**config.mk**
```make
export PLATFORM = sky130hd
export DESIGN_NAME = alu_serial
export DESIGN_NICKNAME = d
export VERILOG_FILES = /design/src/rtl/alu_pkg.sv /design/src/rtl/alu_slice.sv /design/src/rtl/alu_serial.sv
export SDC_FILE = /design/constraint.sdc
export NUM_CORES = 1
export LEC_CHECK = 0
export CELL_PAD_IN_SITES_DETAIL_PLACEMENT = 2
export CELL_PAD_IN_SITES_GLOBAL_PLACEMENT = 2
export CORE_UTILIZATION = 27
export CTS_CLUSTER_SIZE = 28
export DETAILED_ROUTE_END_ITERATION = 8
export GPL_ROUTABILITY_DRIVEN = 0
export PLACE_DENSITY = 0.85
export SLEW_MARGIN = 10
export SYNTH_ARGS = -nofsm -noshare
export SYNTH_HDL_FRONTEND = slang
export SYNTH_SLANG_ARGS = --single-unit
```
**constraint.sdc**
```tcl
create_clock -name clk -period 4.1 [get_ports clk]
set_clock_uncertainty 0.2 [all_clocks]
set_input_delay 0.82 -clock clk [delete_from_list [all_inputs] [get_ports clk]]
set_output_delay 0.82 -clock clk [all_outputs]
set_load 0.01 [all_outputs]
```
**src/rtl/alu_pkg.sv**
```systemverilog
// Shared opcodes and FSM state encoding for the serial ALU.
// Defining ALU_SLT_EN turns opcode 010 into signed set-less-than.
package alu_pkg;

    localparam logic [2:0] OP_MOV = 3'b000;
    localparam logic [2:0] OP_NOT = 3'b001;
    localparam logic [2:0] OP_SLT = 3'b010;
    localparam logic [2:0] OP_ADD = 3'b100;
    localparam logic [2:0] OP_SUB = 3'b101;
    localparam logic [2:0] OP_OR  = 3'b110;
    localparam logic [2:0] OP_AND = 3'b111;

    typedef enum logic [1:0] {
        S_IDLE = 2'd0,
        S_RUN  = 2'd1,
        S_DONE = 2'd2
    } state_t;

    // Ops that run the adder with b inverted and a forced carry-in of 1.
    function automatic logic op_is_sub(input logic [2:0] op);
`ifdef ALU_SLT_EN
        return (op == OP_SUB) || (op == OP_SLT);
`else
        return (op == OP_SUB);
`endif
    endfunction

    function automatic logic op_is_arith(input logic [2:0] op);
        return (op == OP_ADD) || op_is_sub(op);
    endfunction

endpackage

```
**src/rtl/alu_slice.sv**
```systemverilog
// Purpose: one SLICE-bit step of the serial ALU (add/sub/logic).
// Latency: combinational.
// Backpressure: none, pure function of its inputs.
module alu_slice
    import alu_pkg::*;
#(
    parameter int SLICE = 4
) (
    input  logic [SLICE-1:0] a_s,
    input  logic [SLICE-1:0] b_s,
    input  logic             carry_in,
    input  logic [2:0]       alop,
    output logic [SLICE-1:0] res_s,
    output logic             carry_out,
    output logic             carry_into_msb
);

    logic [SLICE-1:0] w_b;
    logic [SLICE:0]   w_sum;

    assign w_b   = op_is_sub(alop) ? ~b_s : b_s;
    assign w_sum = {1'b0, a_s} + {1'b0, w_b} + {{SLICE{1'b0}}, carry_in};

    always_comb begin
        res_s          = '0;
        carry_out      = 1'b0;
        carry_into_msb = 1'b0;
        if (op_is_arith(alop)) begin
            res_s     = w_sum[SLICE-1:0];
            carry_out = w_sum[SLICE];
            // Sum bit = a ^ b ^ carry-in, so the carry into the top bit falls out directly.
            carry_into_msb = w_sum[SLICE-1] ^ a_s[SLICE-1] ^ w_b[SLICE-1];
        end else begin
            case (alop)
                OP_MOV:  res_s = a_s;
                OP_NOT:  res_s = ~a_s;
                OP_OR:   res_s = a_s | b_s;
                OP_AND:  res_s = a_s & b_s;
                default: res_s = '0;
            endcase
        end
    end

endmodule

```
**src/rtl/alu_serial.sv**
```systemverilog
// Purpose: WIDTH-bit ALU iterating a SLICE-bit datapath LSB first; ALU_SLT_EN adds SLT.
// Latency: out_valid WIDTH/SLICE cycles after the accept edge.
// Backpressure: in_ready only in IDLE; result held in DONE until out_ready.
module alu_serial
    import alu_pkg::*;
#(
    parameter int WIDTH = 32,
    parameter int SLICE = 4
) (
    input  logic             clk,
    input  logic             rst,
    input  logic             in_valid,
    output logic             in_ready,
    input  logic [WIDTH-1:0] a,
    input  logic [WIDTH-1:0] b,
    input  logic [2:0]       alop,
    input  logic             c_in,
    output logic             out_valid,
    input  logic             out_ready,
    output logic [WIDTH-1:0] result,
    output logic             c_out,
    output logic             overflow,
    output logic             zero
);

    localparam int NS = WIDTH / SLICE;
    localparam int CW = (NS > 1) ? $clog2(NS) : 1;
    localparam int IW = (WIDTH > 1) ? $clog2(WIDTH) : 1;
    localparam logic [CW-1:0] LAST = CW'(NS - 1);

    state_t           r_state;
    logic [WIDTH-1:0] r_a, r_b, r_result;
    logic [2:0]       r_op;
    logic             r_carry;
    logic [CW-1:0]    r_cnt;
    logic             r_c_out, r_ovf, r_zero, r_in_ready, r_out_valid;

    logic [IW-1:0]    w_base;
    logic [SLICE-1:0] w_res_s;
    logic             w_carry_out, w_carry_into_msb, w_arith;
    logic [WIDTH-1:0] w_res_full, w_final;

    assign w_base  = IW'(int'(r_cnt) * SLICE);
    assign w_arith = (r_op == OP_ADD) || (r_op == OP_SUB);

    alu_slice #(.SLICE(SLICE)) u_slice (
        .a_s            (r_a[w_base +: SLICE]),
        .b_s            (r_b[w_base +: SLICE]),
        .carry_in       (r_carry),
        .alop           (r_op),
        .res_s          (w_res_s),
        .carry_out      (w_carry_out),
        .carry_into_msb (w_carry_into_msb)
    );

    always_comb begin
        w_res_full = r_result;
        w_res_full[w_base +: SLICE] = w_res_s;
`ifdef ALU_SLT_EN
        // On the last slice, N ^ V = msb ^ (carry into msb ^ carry out).
        if (r_op == OP_SLT)
            w_final = WIDTH'(w_res_s[SLICE-1] ^ w_carry_into_msb ^ w_carry_out);
        else
            w_final = w_res_full;
`else
        w_final = w_res_full;
`endif
    end

    always_ff @(posedge clk) begin
        if (rst) begin
            r_state     <= S_IDLE;
            r_a         <= '0;
            r_b         <= '0;
            r_op        <= OP_MOV;
            r_carry     <= 1'b0;
            r_cnt       <= '0;
            r_result    <= '0;
            r_c_out     <= 1'b0;
            r_ovf       <= 1'b0;
            r_zero      <= 1'b0;
            r_in_ready  <= 1'b1;
            r_out_valid <= 1'b0;
        end else begin
            case (r_state)
                S_IDLE: begin
                    if (in_valid) begin
                        r_a        <= a;
                        r_b        <= b;
                        r_op       <= alop;
                        r_carry    <= (alop == OP_ADD) ? c_in : op_is_sub(alop);
                        r_cnt      <= '0;
                        r_in_ready <= 1'b0;
                        r_state    <= S_RUN;
                    end
                end
                S_RUN: begin
                    r_carry <= w_carry_out;
                    r_cnt   <= r_cnt + 1'b1;
                    if (r_cnt == LAST) begin
                        r_result    <= w_final;
                        r_c_out     <= w_arith & w_carry_out;
                        r_ovf       <= w_arith & (w_carry_into_msb ^ w_carry_out);
                        r_zero      <= (w_final == '0);
                        r_out_valid <= 1'b1;
                        r_state     <= S_DONE;
                    end else begin
                        r_result <= w_res_full;
                    end
                end
                S_DONE: begin
                    if (out_ready) begin
                        r_out_valid <= 1'b0;
                        r_in_ready  <= 1'b1;
                        r_state     <= S_IDLE;
                    end
                end
                default: begin
                    r_state     <= S_IDLE;
                    r_in_ready  <= 1'b1;
                    r_out_valid <= 1'b0;
                end
            endcase
        end
    end

    assign in_ready  = r_in_ready;
    assign out_valid = r_out_valid;
    assign result    = r_result;
    assign c_out     = r_c_out;
    assign overflow  = r_ovf;
    assign zero      = r_zero;

endmodule

```
## Word level (Yosys, flattened, before mapping)

Cells that the tools add are included.

| word-level totals | value |
|---|---|
| register bits | 110 |
| input port bits | 72 |
| output and inout bits | 37 |

| cells by class | value |
|---|---|
| $add $sub $neg | 4 |
| eq/ne operators | 13 |
| shift-type cells | 4 |
| multiplexer cells | 21 |
| bitwise operators | 11 |
| reductions and logical operators | 11 |

Operator list:

| kind | count |
|---|---|
| 32-bit by 6-bit indexed part select with 4-bit output | 2 |
| 32-bit bitwise mux | 1 |
| 32-bit logical NOT | 1 |
| 4-bit by 7-bit variable shift with 32-bit output, first input constant | 1 |
| 4-bit by 7-bit indexed part select with 32-bit output | 1 |
| 3-bit == test, second input constant | 7 |
| 4-bit case mux with 4 select lines | 1 |
| 3-bit AND reduction | 3 |
| 1-bit two-way mux | 8 |
| 4-bit two-way mux | 2 |
| 4-bit inverter | 2 |
| 5-bit negation with 7-bit output | 1 |
| 2-bit two-way mux | 3 |
| 2-bit inequality test, second input constant | 3 |
| 1-bit case mux with 3 select lines | 2 |
| 2-bit case mux with 3 select lines | 1 |
| 3-bit case mux with 2 select lines | 1 |
| 2-bit AND reduction | 3 |
| 4-bit by 4-bit adder with 5-bit output | 1 |
| 5-bit by 1-bit adder with 5-bit output | 1 |
| 4-bit bitwise AND | 1 |
| 4-bit OR | 1 |
| 3-bit by 1-bit adder with 3-bit output, second input constant | 1 |
| 3-bit by 1-bit == test with 1-bit output, second input constant | 1 |
| other kinds (11) | 15 |

## Depth between registers and ports, before layout

Gate-level depths: netlist of the first run.

| depth | value |
|---|---|
| depth after elaboration | 10 |
| mapped depth | 16 |

## Cells and area by module

Synthesis of the first run repeated with hierarchy kept, for this count alone.

| unflattened totals | value |
|---|---|
| cells, all modules | 631 |
| area total of the unflattened synthesis | 5302.6 µm² |

Modules (own cells, without submodules):

| module | times used | cells each | area each (µm²) | sequential area each (µm²) |
|---|---|---|---|---|
| alu_serial | 1 | 573 | 4884.7 | 2202.1 |
| alu_slice | 1 | 58 | 417.9 | 0.0 |

## Worst setup path after synthesis of the first run

OpenSTA, ideal clock, no wires.

| timing | value |
|---|---|
| path type | register to register |
| start | register r_cnt[0] |
| end | register r_zero (netlist: zero) |
| library setup time | 0.124 ns |
| arrival | 3.614 ns |
| required time | 3.776 ns |
| setup slack | 0.161 ns |
| cell stages (with the launch flop) | 14 |
| buffers on the path | 2 |
| clock period less this slack | 3.939 ns |
| cells stage by stage | dfxtp_1 -> buf_6 -> buf_12 -> mux4_1 -> mux2_2 -> xnor2_1 -> fa_1 -> fa_1 -> nor2b_1 -> a2111oi_4 -> o21ai_2 -> o32a_1 -> o2111ai_1 -> o31ai_2 |

| on the way | value |
|---|---|
| word-level cells in the longest chain between the ends | 9 |

Ends and longest elaborated chain:

| what | line | text |
|---|---|---|
| start, declared | alu_serial.sv:35 | `logic [CW-1:0] r_cnt;` |
| start signal, assigned | alu_serial.sv:99 | `r_cnt <= r_cnt + 1'b1;` |
| 32-bit by 6-bit indexed part select with 4-bit output | alu_serial.sv:48 | `.b_s (r_b[w_base +: SLICE]),` |
| 4-bit inverter | alu_slice.sv:21 | `assign w_b = op_is_sub(alop) ? ~b_s : b_s;` |
| 4-bit two-way mux | alu_slice.sv:21 |  |
| 4-bit by 4-bit adder with 5-bit output | alu_slice.sv:22 | `assign w_sum = {1'b0, a_s} + {1'b0, w_b} + {{SLICE{1'b0}}, carry_in};` |
| 5-bit by 1-bit adder with 5-bit output | alu_slice.sv:22 |  |
| 4-bit two-way mux | alu_slice.sv:28 | `if (op_is_arith(alop)) begin` |
| 4-bit by 7-bit indexed part select with 32-bit output | alu_serial.sv:58 | `w_res_full[w_base +: SLICE] = w_res_s;` |
| 32-bit bitwise mux | alu_serial.sv:58 |  |
| 32-bit logical NOT | alu_serial.sv:104 | `r_zero <= (w_final == '0);` |
| end signal, assigned | alu_serial.sv:104 |  |
| end, declared | alu_serial.sv:36 | `logic r_c_out, r_ovf, r_zero, r_in_ready, r_out_valid;` |

Several ways; a longest one is shown, not always the timed one.
A chain may end at the register's enable or synchronous reset.

## Worst setup path in the final report of the first run

| timing | value |
|---|---|
| start | register r_cnt[0] |
| end | register r_result[26] (netlist: result[26]) |

| on the way | value |
|---|---|
| word-level cells in the longest chain between the ends | 8 |

Ends and longest elaborated chain:

| what | line | text |
|---|---|---|
| 32-bit by 6-bit indexed part select with 4-bit output | alu_serial.sv:48 |  |
| 4-bit inverter | alu_slice.sv:21 |  |
| 4-bit two-way mux | alu_slice.sv:21 |  |
| 4-bit by 4-bit adder with 5-bit output | alu_slice.sv:22 |  |
| 5-bit by 1-bit adder with 5-bit output | alu_slice.sv:22 |  |
| 4-bit two-way mux | alu_slice.sv:28 |  |
| 4-bit by 7-bit indexed part select with 32-bit output | alu_serial.sv:58 |  |
| 32-bit bitwise mux * | alu_serial.sv:58 |  |
| end signal, assigned | alu_serial.sv:101 | `r_result <= w_final;` |
| end signal, assigned | alu_serial.sv:108 | `r_result <= w_res_full;` |
| end, declared | alu_serial.sv:32 | `logic [WIDTH-1:0] r_a, r_b, r_result;` |

Every way passes the cells marked *; elsewhere a longest branch is shown, timed or not.

==> results.tsv, run 1 <==
stage	metric	value	unit
run_status	status	complete, no violations	
critical_path	CP most frequent cell	fa_1	
critical_path	Worst Setup Start Kind	register	
timing	RSZ-0062 raised after global routing	no	
critical_path	crit path max-delay cell type	mux4_1	
critical_path	Req. time, crit path	4190	ps
synth	Mapped Area	5439	µm²
hold_path	Min-Delay Path Class	register to register	
clock_network	root buf cell	clkbuf_16	
timing	fmax	252.9	MHz
finish	most common cell after layout, fill and taps aside	nand2_1	
synth	share of the synthesized area in the top cell type	40.49	%
critical_path	CP Cell Sequence	buf_12 -> mux4_1 -> mux2i_4 -> inv_2 -> fa_1 -> fa_1 -> xor2_1 -> a221oi_2 -> a21o_1 -> buf_4 -> or3_1 -> a21oi_1	
synth	syn_area_per_cell	8.253	µm²
route	Routed WL	18520	µm
critical_path	R2R Path Start	r_cnt[0]$_SDFFE_PP0P_	
critical_path	Worst setup EP type	register	
synth	Synth area leaders	dfxtp_1, nand2_1, a21oi_1	
timing	Worst-Margin Slew	825.1	ps
synth	Synth async-reset ratio	0	%
timing	Slew HR	44.99	%
route	Detailed Route Iter0 Violations	204	
synth	Distinct cells, synth	71	
die	row cnt	51	
synth	Synth area leader	dfxtp_1	
finish	number of fill cells	2206	
critical_path	CP Max Fanout	7	
clock_network	hold buffer count at cts	0	
die	Chip Height	143.9	µm
placement	dpl cells	1012	
timing	hold violation count in the final report	0	
clock_network	clock sinks	110	
grt	first-pass GRT wire length	29950	µm
clock_network	clock latency on the worst-skew pair	370	ps
clock_network	CTS Buf Count	9	
route	number of vias per cell	4.982	
synth	Mapped Cells	659	
timing	Fin Setup TNS	0	ps
clock_network	# H-tree levels	3	
timing	# setup viols final	0	
critical_path	Top delay family on crit path	multiplexers	
synth	sequential fraction of the synthesis area	40.49	%
finish	Area Growth Syn to Fin	31.24	%
route	total number of vias	5122	
route	drt pass-1 iters	4	
power_and_ir_drop	Power Total	2.534	mW
placement	dpl hpwl	13600	µm
clock_network	CTS tree	built	
synth	FF+latch count, synth	110	
critical_path	critical path type	register to register	
critical_path	WP buf/inv	3	
timing	max-slew violations	0	
critical_path	Setup crit start	r_cnt[0]$_SDFFE_PP0P_	
power_and_ir_drop	VDD IR max	0.0001714	V
synth	Synth Flop Type	dfxtp_1	
synth	yosys warns	0	
critical_path	CP max stage delay	610	ps
die	die area	20720	µm²
route	Final ANT Viol Nets	0	
die	die span in x	143.9	µm
finish	share of post-route cells with drive strength above 1	9.174	%
finish	most frequent cells in the layout	nand2_1, a21oi_1, dfxtp_1	
timing	minimum clock period	3954	ps
clock_network	clock buffer depth	2	
grt	gr ovfl total	0	
finish	Final Core Density	36.44	%
hold_path	Worst Min Path Start	r_b[1]$_SDFFE_PP0P_	
placement	number of port buffers	108	
grt	initial antenna violation count	0	
die	Placeable Area	19590	µm²
timing	final worst path period share	96.43	%
grt	largest net degree at the start of global routing	78	
critical_path	WP data arrival	4040	ps
die	num ports	109	
grt	GRT Util Overall	19.05	%
power_and_ir_drop	P per Cell Area	355.0	nW/µm²
finish	antenna cells	0	
finish	Final #Nets	843	
finish	Non-Filler Instances	1028	
synth	Synth Net Count	744	
route	Wirelength per Cell	18.01	µm
clock_network	Clk pin slew, worst setup/hold paths	80	ps
flow_run	max_cap viols	0	
synth	Post-synth EDFFs	0	
timing	Min Hold Slack	261.2	ps
grt	vias in the first global route	5521	
power_and_ir_drop	Lkg Pwr	2.592	nW
die	effective utilization at floorplan	27.76	%
route	DR DRC count	0	
==> logic make-up (layout without fill, tap and decap cells) <==
logic type	Yosys count	in the layout	share of synthesized area, %
AO/OA/AOI/OAI	151	151	16.72
XOR/XNOR	9	9	1.449
adder cells (fa/ha/maj)	15	15	3.635
buffers and inverters	48	152	4.279
flip-flops	110	110	40.49
multiplexers	27	27	8.903
AND/OR/NAND/NOR	299	299	24.52
==> Yosys cell counts (2+ instances only) <==
cell type / count
a31oi_1: 4
fa_1: 2
nor2_1: 41
nand2_1: 174
xor2_1: 4
buf_6: 2
mux2_2: 6
buf_2: 2
inv_1: 7
o22ai_1: 2
a211oi_1: 3
mux4_2: 7
xnor2_1: 5
a21o_1: 4
a21oi_1: 111
or3_1: 16
clkbuf_1: 29
or2_2: 3
nor3_1: 20
nor2b_1: 7
nand3_1: 8
maj3_1: 2
buf_4: 2
nand2b_1: 10
o21ai_1: 2
dfxtp_1: 110
ha_1: 11
o21ai_0: 2
mux4_1: 5
inv_2: 3
mux2i_1: 6
nor4_1: 5
o41ai_1: 2
and2_1: 3
mux2i_4: 3
==> power by group <==
group / internal [mW] / leakage, nW / switching [mW]
registers: 1.11 / 0.899 / 0.0340
logic: 0.200 / 1.54 / 0.241
clock network: 0.514 / 0.157 / 0.430
==> layer usage <==
| metal | GRT usage [%] | vias up | wire length [µm] |
|---|---|---|---|
| li1 | - | 2489 | - |
| met1 | 23.59 | 2512 | 8367 |
| met2 | 33.33 | 95 | 9293 |
| met3 | 2.399 | 26 | 473 |
| met4 | 7.503 | 0 | 384 |
| met5 | 0 | - | 0 |
==> worst register-to-register path, stage by stage, from the launching register on <==
cell and delay, ps:
dfxtp_2 420, buf_12 160, mux4_1 610, mux2i_4 240, inv_2 90, fa_1 420, fa_1 430, xor2_1 220
a221oi_2 90, a21o_1 280, buf_4 180, or3_1 380, a21oi_1 160
==> sequential cells by signal, summed over array words and instances (netlist names) <==
signal     cells
r_a           32
overflow       1
out_valid      1
c_out          1
r_b           32
r_state        2
zero           1
r_op           3
r_cnt          3
in_ready       1
result        32
r_carry        1
==> cell type report <==
type                    instances  area [µm²]  area share [%]
flip-flops and latches        110        2205           30.89
well taps                     265       331.6           4.645
inverters                      10       37.54          0.5259
clock inverters                 5       61.31          0.8589
repair buffers                126        1239           17.35
multi-input cells             501        3012           42.19
clock buffers                  11       252.7           3.541
==> stage by stage <==
stage,setup slack (ps),cell area [µm²]
2_1_floorplan,161.3,5439
3_3_place_gp,216.0,6822
3_5_place_dp,45.53,6822
4_1_cts,19.71,7136
5_1_grt,7.209,7138
6_report,146.4,7138
==> worst paths after layout <==
kind              slack (ps)                      end  depth (start not counted)
hold / removal           260      r_b[1]$_SDFFE_PP0P_                          2
hold reg to reg          260      r_b[1]$_SDFFE_PP0P_                          2
setup reg to reg         150  result[26]$_SDFFE_PP0P_                         12
setup / recovery         150  result[26]$_SDFFE_PP0P_                         12
==> timing repair <==
item | 4_1_cts | 5_1_grt
buffers inserted | 0 | 0
resized for setup | 0 | 2
endpoints found under the setup margin | 0 | 13
Power figures use the tool's default switching activity.
==> inputs of run 2 (changes only) <==
- ABC_AREA: unset -> 1
- CORE_UTILIZATION: 27 -> 31
- DONT_BUFFER_PORTS: unset -> 1
- SKIP_CTS_REPAIR_TIMING: unset -> 1
==> results.tsv, run 2 <==
stage	metric	value	unit
run_status	status	finished with violations	
run_status	failing checks	DRC	
synth	Synth area leader	dfxtp_1	
synth	Distinct cells, synth	35	
route	Detailed Route Iter0 Violations	248	
critical_path	crit path max-delay cell type	dfxtp_2	
hold_path	Min-Delay Path Class	register to register	
grt	largest net degree at the start of global routing	87	
power_and_ir_drop	Pint	1.830	mW
critical_path	CP Cell Sequence	buf_4 -> nand2_1 -> nand3_1 -> nand3_1 -> nand2_1 -> inv_1 -> fa_1 -> fa_1 -> xor2_1 -> nand2_1 -> nand3_2 -> nand4_1 -> nand2_1 -> nand2_1 -> nand2_1 -> nor2_1 -> nand2_1 -> nor2_1 -> nand2_1 -> a21oi_2	
synth	sequential fraction of the synthesis area	38.34	%
clock_network	clock sinks	110	
power_and_ir_drop	P per Cell Area	441.8	nW/µm²
clock_network	CTS Buf Count	9	
route	Final ANT Viol Nets	0	
route	number of vias per cell	5.123	
power_and_ir_drop	combinational power share	22.6	%
synth	yosys warns	0	
route	drt pass-1 iters	7	
die	Placeable Area	18090	µm²
timing	max-slew violations	0	
timing	final worst path period share	93.34	%
die	num ports	109	
power_and_ir_drop	Lkg Pwr	2.618	nW
critical_path	CP Depth	20	
synth	syn_area_per_cell	6.829	µm²
placement	dpl cells	1031	
synth	Synth Net Count	926	
synth	Post-synth EDFFs	0	
power_and_ir_drop	Seq pwr share	44.8	%
power_and_ir_drop	VDD IR max	0.0002178	V
critical_path	CP max stage delay	530	ps
synth	Mapped Area	5743	µm²
timing	hold violation count in the final report	0	
grt	vias in the first global route	5731	
critical_path	Worst setup EP type	register	
synth	FF+latch count, synth	110	
clock_network	Clk pin slew, worst setup/hold paths	70	ps
die	row cnt	49	
critical_path	Worst Setup Start Kind	register	
clock_network	clock buffer depth	2	
finish	Final #Nets	898	
power_and_ir_drop	Clock Power Share	32.5	%
timing	# setup viols final	0	
die	Chip Height	138.1	µm
synth	Synth Flop Type	dfxtp_1	
grt	first-pass GRT wire length	30220	µm
power_and_ir_drop	Sw Ratio	32.89	%
grt	GRT Util Overall	19.93	%
grt	gr ovfl total	0	
placement	pre-CTS WS	306.2	ps
finish	number of fill cells	2163	
clock_network	CTS tree	built	
placement	Area after DPL	5886	µm²
finish	Reg area	2203	µm²
synth	Synth async-reset ratio	0	%
timing	minimum clock period	3827	ps
placement	number of port buffers	0	
finish	multi-input logic area	2950	µm²
synth	most frequent cell after synthesis	nand2_1	
clock_network	root buf cell	clkbuf_16	
placement	dpl hpwl	13740	µm
synth	Mapped Cells	841	
finish	most frequent cells in the layout	nand2_1, dfxtp_1, o21ai_0	
timing	RSZ-0062 raised after global routing	no	
finish	Post-Layout Inst Area	6173	µm²
finish	Non-Filler Instances	1047	
critical_path	R2R cell count	20	
finish	Area Growth Syn to Fin	7.495	%
finish	antenna cells	0	
finish	share of post-route cells with drive strength above 1	8.924	%
critical_path	WP buf/inv	2	
timing	Setup WS post-layout	272.9	ps
route	DR DRC count	12	
critical_path	Req. time, crit path	4200	ps
critical_path	CP Max Fanout	16	
route	Routed WL	18440	µm
timing	Fin Setup TNS	0	ps
hold_path	hold depth	2	
route	Wirelength per Cell	17.61	µm
grt	initial antenna violation count	0	
critical_path	WP data arrival	3930	ps
die	die area	19070	µm²
route	total number of vias	5364	
synth	share of the synthesized area in the top cell type	38.34	%
clock_network	clock latency on the worst-skew pair	370	ps
timing	Slew HR	49.27	%
finish	Final Core Density	34.13	%
timing	fmax	261.3	MHz
synth	Synth area leaders	dfxtp_1, nand2_1, o21ai_0	
critical_path	critical path type	register to register	
flow_run	max_cap viols	0	
clock_network	# H-tree levels	3	
die	die span in x	138.1	µm
critical_path	Top delay family on crit path	simple AND/OR/NAND/NOR gates	
synth	most instantiated cells after synthesis	nand2_1, dfxtp_1, o21ai_0	
critical_path	CP most frequent cell	nand2_1	
power_and_ir_drop	switching power	0.8969	mW
timing	Worst-Margin Slew	761.0	ps
die	effective utilization at floorplan	31.75	%
finish	most common cell after layout, fill and taps aside	nand2_1	
==> run 2: area by class of cell <==
type | count | share of cell area [%]
sequential | 110 | 35.69
clock buffer | 12 | 3.831
inverter | 98 | 6.040
timing repair buffer | 8 | 1.236
clock inverter | 4 | 0.7702
multi-input combinational | 586 | 47.79
tap | 229 | 4.641
==> run 2: power by group through the flow <==
stage | clock network [mW] | logic (mW) | registers [mW]
floorplan | 0 | 0.475 | 1.23
global placement | 0 | 0.583 | 1.24
detailed placement | 0 | 0.614 | 1.25
CTS | 0.912 | 0.624 | 1.22
global route | 0.950 | 0.701 | 1.23
finish | 0.887 | 0.618 | 1.22
==> run 2: path summary, 6_finish.rpt <==
path / endpoint / start / slack, ps
max reg2reg: zero$_SDFFE_PP0P_ / r_cnt[0]$_SDFFE_PP0P_ / 270
max: zero$_SDFFE_PP0P_ / r_cnt[0]$_SDFFE_PP0P_ / 270
min reg2reg: r_a[11]$_SDFFE_PP0P_ / r_a[11]$_SDFFE_PP0P_ / 260
min: r_a[11]$_SDFFE_PP0P_ / r_a[11]$_SDFFE_PP0P_ / 260
==> run 2: worst register-to-register path: stages, from the launching register on <==
cell and delay, ps:
dfxtp_2 530, buf_4 290, nand2_1 80, nand3_1 90, nand3_1 100, nand2_1 160, inv_1 70, fa_1 410
fa_1 460, xor2_1 210, nand2_1 110, nand3_2 140, nand4_1 180, nand2_1 90, nand2_1 110, nand2_1 70
nor2_1 110, nand2_1 60, nor2_1 100, nand2_1 80, a21oi_2 110
==> run 2: per-stage QoR <==
step                      hold WS [ps]  total power [mW]
final                            256.7             2.727
after floorplan                  229.2             1.701
after detailed placement         251.1             1.863
after global placement           241.9             1.828
after global routing             290.6             2.884
after CTS                        260.6             2.761
==> run 2: cell families after synthesis <==
family	after synthesis	share of synthesized area [%]
AO/OA/AOI/OAI	213	19.04
XOR/XNOR	9	1.373
adder cells (fa/ha/maj)	13	3.094
buffers and inverters	145	10.54
flip-flops	110	38.34
AND/OR/NAND/NOR	351	27.60
==> run 2: metal layers <==
metal  global-route usage, %  wire (µm)
met5                       0          0
met4                   6.032        253
met3                   4.364        694
met2                   35.71       9168
met1                   23.75       8325
